`config.mk`:
```
export PLATFORM = sky130hd
export DESIGN_NAME = bit_deserializer
export DESIGN_NICKNAME = d
export VERILOG_FILES = /design/src/rtl/bit_deserializer_pkg.sv /design/src/rtl/deser_shift_capture.sv /design/src/rtl/bit_deserializer.sv
export SDC_FILE = /design/constraint.sdc
export NUM_CORES = 1
export LEC_CHECK = 0
export CAP_MARGIN = 20
export CORE_AREA = 3 3 47 49
export DETAILED_ROUTE_END_ITERATION = 7
export DIE_AREA = 0 0 50 52
export HOLD_SLACK_MARGIN = 0.15
export MAX_ROUTING_LAYER = met4
export PLACE_DENSITY = 0.79
export SLEW_MARGIN = 20
export SYNTH_ARGS = -nofsm -noshare
export SYNTH_HDL_FRONTEND = slang
export SYNTH_SLANG_ARGS = --single-unit
```
`constraint.sdc`:
```
create_clock -name clk_i -period 4.43 [get_ports clk_i]
set_input_delay 0.886 -clock clk_i [delete_from_list [all_inputs] [get_ports clk_i]]
set_output_delay 0.886 -clock clk_i [all_outputs]
set_load 0.03 [all_outputs]
```
`src/rtl/bit_deserializer_pkg.sv`:
```
// Shared definitions for the serial link receive path (and the word serializer).
//   state_e      : receive FSM states
//   MAX_FRAME    : widest frame (32 data bits + parity) the helpers accept
//   parity_even  : bit that makes the vector's ones-count even; a received
//                  frame with correct even parity therefore reduces to 0
package bit_deserializer_pkg;

  typedef enum logic {
    IDLE  = 1'b0,
    SHIFT = 1'b1
  } state_e;

  localparam int unsigned MAX_FRAME = 33;

  function automatic logic parity_even(input logic [MAX_FRAME-1:0] v);
    return ^v;
  endfunction

endpackage

```
`src/rtl/deser_shift_capture.sv`:
```
// Shift register and bit counter for one serial frame.
//   clk_i, rst_i : clock, synchronous active-high reset
//   i_start      : bit strobe with start-of-frame; i_bit becomes frame bit 0
//   i_shift      : bit strobe inside a frame; i_bit appended
//   i_bit        : serial data bit
//   o_word       : data bits of the frame including this cycle's bit (MSB_FIRST-aware)
//   o_par_bit    : parity bit of the frame including this cycle's bit (0 when PARITY_EN=0)
//   o_done       : this cycle's strobe completes the frame (combinational pulse)
module deser_shift_capture #(
  parameter int unsigned WIDTH     = 8,
  parameter int unsigned MSB_FIRST = 1,
  parameter int unsigned PARITY_EN = 0
) (
  input  logic             clk_i,
  input  logic             rst_i,
  input  logic             i_start,
  input  logic             i_shift,
  input  logic             i_bit,
  output logic [WIDTH-1:0] o_word,
  output logic             o_par_bit,
  output logic             o_done
);

  localparam int unsigned N  = WIDTH + PARITY_EN;
  localparam int unsigned CW = $clog2(N + 1);

  logic [N-1:0]     r_sr;
  logic [N-1:0]     w_sr_next;
  logic [CW-1:0]    r_cnt;
  logic [CW-1:0]    w_cnt_next;
  logic [WIDTH-1:0] w_frame;

  // Bits enter at the LSB, so after N bits the first received bit sits at
  // r_sr[N-1] and any parity bit at r_sr[0].
  always_comb begin
    w_sr_next  = r_sr;
    w_cnt_next = r_cnt;
    o_done     = 1'b0;
    if (i_start) begin
      w_sr_next  = {{(N-1){1'b0}}, i_bit};
      w_cnt_next = CW'(1);
    end else if (i_shift) begin
      w_sr_next = {r_sr[N-2:0], i_bit};
      if (r_cnt == CW'(N - 1)) begin
        o_done     = 1'b1;
        w_cnt_next = '0;
      end else begin
        w_cnt_next = r_cnt + CW'(1);
      end
    end
  end

  // The word is taken from the next-state value so the top can register it
  // on the same edge as the final strobe.
  always_comb begin
    w_frame   = w_sr_next[N-1 -: WIDTH];
    o_word    = '0;
    for (int unsigned i = 0; i < WIDTH; i++) begin
      o_word[i] = (MSB_FIRST != 0) ? w_frame[i] : w_frame[WIDTH-1-i];
    end
    o_par_bit = (PARITY_EN != 0) ? w_sr_next[0] : 1'b0;
  end

  always_ff @(posedge clk_i) begin
    if (rst_i) begin
      r_sr  <= '0;
      r_cnt <= '0;
    end else begin
      r_sr  <= w_sr_next;
      r_cnt <= w_cnt_next;
    end
  end

endmodule

```
`src/rtl/bit_deserializer.sv`:
```
// Receive end of the single-bit serial link: assembles WIDTH data bits (plus an
// optional even-parity bit) into a word held in a one-entry valid/ready buffer.
//   clk_i, rst_i       : clock, synchronous active-high reset
//   enable_i           : 0 freezes frame progress and ignores bit inputs
//   sof_i, bit_i,
//   bit_valid_i        : serial stream; a bit is taken when enable_i && bit_valid_i
//   data_o, valid_o,
//   ready_i            : word output, consumed when valid_o && ready_i
//   parity_err_o       : sticky, word delivered with bad parity
//   overrun_o          : sticky, completed word dropped because the buffer was full
//   clear_i            : clears both sticky flags (a same-cycle set wins)
module bit_deserializer
  import bit_deserializer_pkg::*;
#(
  parameter int unsigned WIDTH     = 8,
  parameter int unsigned MSB_FIRST = 1,
  parameter int unsigned PARITY_EN = 0
) (
  input  logic             clk_i,
  input  logic             rst_i,
  input  logic             enable_i,
  input  logic             sof_i,
  input  logic             bit_i,
  input  logic             bit_valid_i,
  output logic [WIDTH-1:0] data_o,
  output logic             valid_o,
  input  logic             ready_i,
  output logic             parity_err_o,
  output logic             overrun_o,
  input  logic             clear_i
);

  state_e           r_state;
  state_e           w_state_next;
  logic             w_strobe;
  logic             w_start;
  logic             w_shift;
  logic [WIDTH-1:0] w_word;
  logic             w_par_bit;
  logic             w_done;
  logic             w_load;
  logic             w_drop;
  logic             w_par_bad;
  logic [WIDTH-1:0] r_data;
  logic             r_valid;
  logic             r_perr;
  logic             r_ovr;

  // sof_i restarts a frame from any state; plain strobes only count in SHIFT.
  assign w_strobe = enable_i & bit_valid_i;
  assign w_start  = w_strobe & sof_i;
  assign w_shift  = w_strobe & ~sof_i & (r_state == SHIFT);

  deser_shift_capture #(
    .WIDTH    (WIDTH),
    .MSB_FIRST(MSB_FIRST),
    .PARITY_EN(PARITY_EN)
  ) u_capture (
    .clk_i    (clk_i),
    .rst_i    (rst_i),
    .i_start  (w_start),
    .i_shift  (w_shift),
    .i_bit    (bit_i),
    .o_word   (w_word),
    .o_par_bit(w_par_bit),
    .o_done   (w_done)
  );

  always_comb begin
    w_state_next = r_state;
    if (w_start) begin
      w_state_next = SHIFT;
    end else if (w_done) begin
      w_state_next = IDLE;
    end
  end

  always_ff @(posedge clk_i) begin
    if (rst_i) begin
      r_state <= IDLE;
    end else begin
      r_state <= w_state_next;
    end
  end

  // A completion may load in the same cycle the held word is accepted.
  assign w_load    = w_done & (~r_valid | ready_i);
  assign w_drop    = w_done & r_valid & ~ready_i;
  assign w_par_bad = (PARITY_EN != 0) && parity_even(MAX_FRAME'({w_word, w_par_bit}));

  always_ff @(posedge clk_i) begin
    if (rst_i) begin
      r_data  <= '0;
      r_valid <= 1'b0;
      r_perr  <= 1'b0;
      r_ovr   <= 1'b0;
    end else begin
      if (w_load) begin
        r_data  <= w_word;
        r_valid <= 1'b1;
      end else if (r_valid && ready_i) begin
        r_valid <= 1'b0;
      end
      if (w_load && w_par_bad) begin
        r_perr <= 1'b1;
      end else if (clear_i) begin
        r_perr <= 1'b0;
      end
      if (w_drop) begin
        r_ovr <= 1'b1;
      end else if (clear_i) begin
        r_ovr <= 1'b0;
      end
    end
  end

  assign data_o       = r_data;
  assign valid_o      = r_valid;
  assign parity_err_o = r_perr;
  assign overrun_o    = r_ovr;

endmodule

```
* After elaboration in Yosys (flattened, before gate mapping)
Cells that the tools add are included.
** Operators by class
- Reduce and logical (&&, ||, !) cells :: 6
- Bitwise gates (word level) :: 11
- Equality and inequality tests :: 1
- Muxes and demuxes :: 14
- Add/sub/neg operators :: 1
** Operators by type and width (number)
- $mux 8 :: 2
- $mux 1 :: 11
- $reduce_bool 2->1 :: 4
- $and 1x1->1 :: 7
- $add 4x1->4 const B :: 1
- $eq 4x3->1 const B :: 1
- $mux 4 :: 1
- $not 1->1 :: 3
- $reduce_or 2->1 :: 1
- $logic_and 1x1->1 :: 1
- $or 1x1->1 :: 1
** Word-level totals
- Register bits after elaboration :: 23
- Word-level logic and storage cells :: 40

* Depth between registers and ports, before layout
- Word-level depth :: 8
- Depth in mapped cells :: 5
- Depth with buffers taken out :: 4

* By module
From an unflattened synthesis, not the netlist that was laid out.
** Second synthesis, totals
- Cell total of the unflattened synthesis :: 111
- Area total of the unflattened synthesis :: 1141.1 um^2
** Modules (own cells, without submodules)
- deser_shift_capture :: instances 1, area each 594.3 um^2, cells an instance 59
- bit_deserializer :: instances 1, area each 546.8 um^2, cells an instance 52

* Worst setup path before layout
No wires, ideal clock.
- Path kind :: input port to flip-flop
- Start :: input port bit_valid_i
- End :: register r_data[1] (netlist: data_o[1])
- Setup slack :: 2.479 ns
- Setup time :: 0.131 ns
- Stages on the path :: 5
- Arrival time :: 1.820 ns
- Cells stage by stage :: clkbuf_1 and4b_1 buf_2 a221oi_1 o21ai_1
** On the way
- Longest elaborated chain between the ends :: 6
- Elaborated cells between the ends (all ways) :: 9
** Ends and longest elaborated chain
- start: declaration :: RTL line bit_deserializer.sv:24 : input logic bit_valid_i,
- $and 1x1->1 * :: RTL line bit_deserializer.sv:50 : assign w_strobe = enable_i & bit_valid_i;
- $and 1x1->1 (2 in a row) :: RTL line bit_deserializer.sv:52 : assign w_shift = w_strobe & ~sof_i & (r_state == SHIFT);
- $mux 1 :: RTL line deser_shift_capture.sv:42 : end else if (i_shift) begin
- $mux 1 :: RTL line deser_shift_capture.sv:39 : if (i_start) begin
- $and 1x1->1 :: RTL line bit_deserializer.sv:87 : assign w_load = w_done & (~r_valid | ready_i);
- end signal: assignment :: RTL line bit_deserializer.sv:99 : r_data <= w_word;
- end: declaration :: RTL line bit_deserializer.sv:44 : logic [WIDTH-1:0] r_data;
Mark *: on every way between the ends. The rest lies on a longest branch, timed or not.
A chain may end at the register's enable or synchronous reset.

* Final worst setup path
- Start :: input port enable_i
- End :: register r_data[1] (netlist: data_o[1])
** On the way
- Longest elaborated chain between the ends :: 6
- Elaborated cells between the ends (all ways) :: 9
** Ends and longest elaborated chain
- start: declaration :: RTL line bit_deserializer.sv:21 : input logic enable_i,
- $and 1x1->1 * :: RTL line bit_deserializer.sv:50
- $and 1x1->1 (2 in a row) :: RTL line bit_deserializer.sv:52
- $mux 1 :: RTL line deser_shift_capture.sv:42
- $mux 1 :: RTL line deser_shift_capture.sv:39
- $and 1x1->1 :: RTL line bit_deserializer.sv:87
Marked as above.

==> summary.md <==
| Metric | Value |
|---|---|
| CP endpoint kind | flip-flop |
| Crit path kind | in -> reg |
| Critical path arrival | 2.80 ns |
| XOR/XNOR Fraction of Synth Area | 0% |
| Global-route wire length before repair | 3.58 mm |
| Post_cts resized | 0 |
| Syn Nets | roughly 120 |
| Cell Area, Synth | 963 µm² |
| Leading cell types in the layout, fill and taps excluded | dfxtp_1 (23), clkdlybuf4s50_1 (17), nor2_1 (10) |
| Multiplexer area fraction after synthesis | between 1 and 1.5% |
| Setup Buffers After CTS | 0 |
| Crit-path cells | clkdlybuf4s50_1, nand4b_2, or4_1, o21ai_1 |
| Worst R2R Setup Slack | 2.54 ns |
| Peak supply drop | just under 200 µV |
| Iter 0 DRT Violations | 15 |
| DIE AREA | 0.00260 mm² |
| Routed len/inst | around 14 µm |
| Layout Skew | 0.000917 ns |
| RR Startpoint | u_capture.r_cnt[0] |
| Synthesized-area fraction occupied by adder cells | 1.30% |
| Site Rows | 16 |
| CTS Sinks | 23 |
| Max-slew headroom | about three fifths |
| Filler cells | 164 |
| Die width | 50 µm |
| Final Wtd Congestion | 0.809 |
| Netlist cell types | 29 |
| Synth Register Bits | 23 |
| Gr usage total | 18.5% |
| Sequential area share after synthesis | a little under half |
| Run status | complete, no violations |
| Most common cell after layout, fill and taps aside | dfxtp_1 |
| Largest family of logic cells by synthesized area | compound AO/OA/AOI/OAI gates |
| Clk slew on worst S/H paths | 0.12 ns |
| Async set or reset register ratio after synthesis | 0% |
| CTS tree | built |
| WL final | 2.09 mm |
| Simple-gate area share of the yosys netlist | 15.8% |
| Top delay family on crit path | simple AND/OR/NAND/NOR gates |
| Initial Utilization | 50.7% |
| Crit path from | enable_i |
| Post-synth EDFFs | 0 |
| Slowest cell on crit path | or4_1 |
| HPWL Detailed | between 1.5 and 2 mm |
| Yosys warns | 0 |
| Synth Area in Compound Gates | 28.3% |
| Clk_lat worst skew | 0.31 ns |
| Unrepaired setup endpoints after global routing | no |
| ANT nets after route | 0 |
| Fmax achieved | 392 MHz |
| Syn-to-layout area delta | 19.7% |
| Cells after synthesis | 106 |
| CP peak stage delay | 0.74 ns |
| Detailed Routing Iterations Pass 1 | 4 |
| WP buf/inv | 1 |
| Hold path start | overrun_o |
| Slew at the pin closest to its max-slew limit | 0.606 ns |
| Pins Over Slew Limit | 0 |
| CORE AREA | 0.00190 mm² |
| Finish-stage setup viols | 0 |
| Max Cap Violations | 0 |
| Die Y | between 50 and 60 µm |
| Final net count | ~130 |
| Min-Delay Path Class | reg -> reg |
| # hold bufs at CTS | 0 |
| Pre-CTS setup slack | 1.55 ns |
| Fin crit period | 2.55 ns |
| WP data required | 4.68 ns |
| Final worst slack | ~1.9 ns |
| Number of global-route vias before repair | about 770 |
| N_diodes | 0 |
| Vias per cell | 5.99 |
| Max Buffers Root-to-Sink | 2 |
| Mean Syn Cell Area | 9.09 µm² |
| Pleak | 0.386 nW |
| Cts bufs inserted | 3 |
| Setup TNS | 0 ns |
| Root buffer cell | clkbuf_4 |
| Port buffer count | 17 |
| Aggregate global routing overflow | 0 |
| DRC | 0 |
| Crit Path Max Fanout | 14 |
| Hold Vio Cnt, Final | 0 |
| Via count | a little under 900 |
| Largest net degree at the start of global routing | 15 |
| # IOs | 19 |
| Initial antenna violation count | 0 |
| H-tree depth | 1 |
| Final worst path period share | 57.6% |
| Layout cells sized above 1 | 3.39% |
| Top_reg_cell synth | dfxtp_1 |
| Power Density | 282 mW/mm² |
| Worst Setup Start Kind | input port |
## cell usage after synthesis (all sizes together), types with 2 or more instances
| master | number | area [µm²] |
|---|---|---|
| a21boi | 5 | 37.5 |
| a21oi | 6 | 30.0 |
| a221oi | 5 | 43.8 |
| a22oi | 2 | 15.0 |
| buf | 3 | 17.5 |
| clkbuf | 6 | 22.5 |
| dfxtp | 23 | 460 |
| inv | 3 | 11.3 |
| nand2 | 4 | 15.0 |
| nand3 | 5 | 25.0 |
| nor2 | 10 | 37.5 |
| o21ai | 11 | 55.1 |
| o311ai | 8 | 70.1 |
| or4 | 2 | 15.0 |
## sequential cells by signal, summed over array words and instances (netlist names)
| name | flops |
|---|---|
| data_o | 8 |
| r_state | 1 |
| u_capture.r_sr | 8 |
| valid_o | 1 |
| overrun_o | 1 |
| u_capture.r_cnt | 4 |
## routing by layer
metal	vias up	GRT usage, %	wire length [µm]
met4	0	6.45	14
met2	31	28.3	1060
met3	2	4.01	111
met5	-	-	0
li1	421	-	-
met1	414	24.2	899
## worst reg2reg max path, stage by stage, from the launching register on
cell and delay (ns):
dfxtp_1 0.40, ha_1 0.24, nand3b_1 0.30, or4_1 0.72, o21ai_1 0.17
## power breakdown
part	leakage, nW	internal [mW]	switching (mW)
Sequential	0.186	0.208	0.00173
Combinational	0.186	0.00822	0.0117
Clock	0.0150	0.0352	0.0599
## area by class of cell
cell class | count | area [µm²] | share of cell area, %
Clock buffer | 4 | 26.3 | 2.28
Inverter | 3 | 11.3 | 0.976
Tap cell | 27 | 33.8 | 2.93
Multi-Input combinational cell | 71 | 452 | 39.2
Timing Repair Buffer | 17 | 170 | 14.8
Sequential cell | 23 | 460 | 39.9
## final timing paths
kind / to / cells past startpoint
max: data_o[1] / 4
min: overrun_o / 2
max reg2reg: data_o[1] / 4
min reg2reg: overrun_o / 2
## logic make-up (layout without fill, tap and decap cells)
kind of cell	count (synthesis)	count (layout)
other	1	1
DFF	23	23
and+or+nand+nor	28	28
AOI/OAI and AO/OA	40	40
buffers and inverters	12	24
muxes	1	1
adders and majority gates	1	1
## through the flow
stage	hold slack (ns)	cells	total power, mW	util [%]	area [µm²]
floorplan	0.453	106	0.226	-	963
global placement	0.458	141	0.234	59.3	1130
detailed placement	0.462	141	0.234	59.3	1130
CTS	0.481	145	0.327	60.7	1150
global route	0.521	145	0.339	60.7	1150
finish	0.480	145	0.325	60.7	1150
Note: power is estimated with default switching activity, not from simulation.
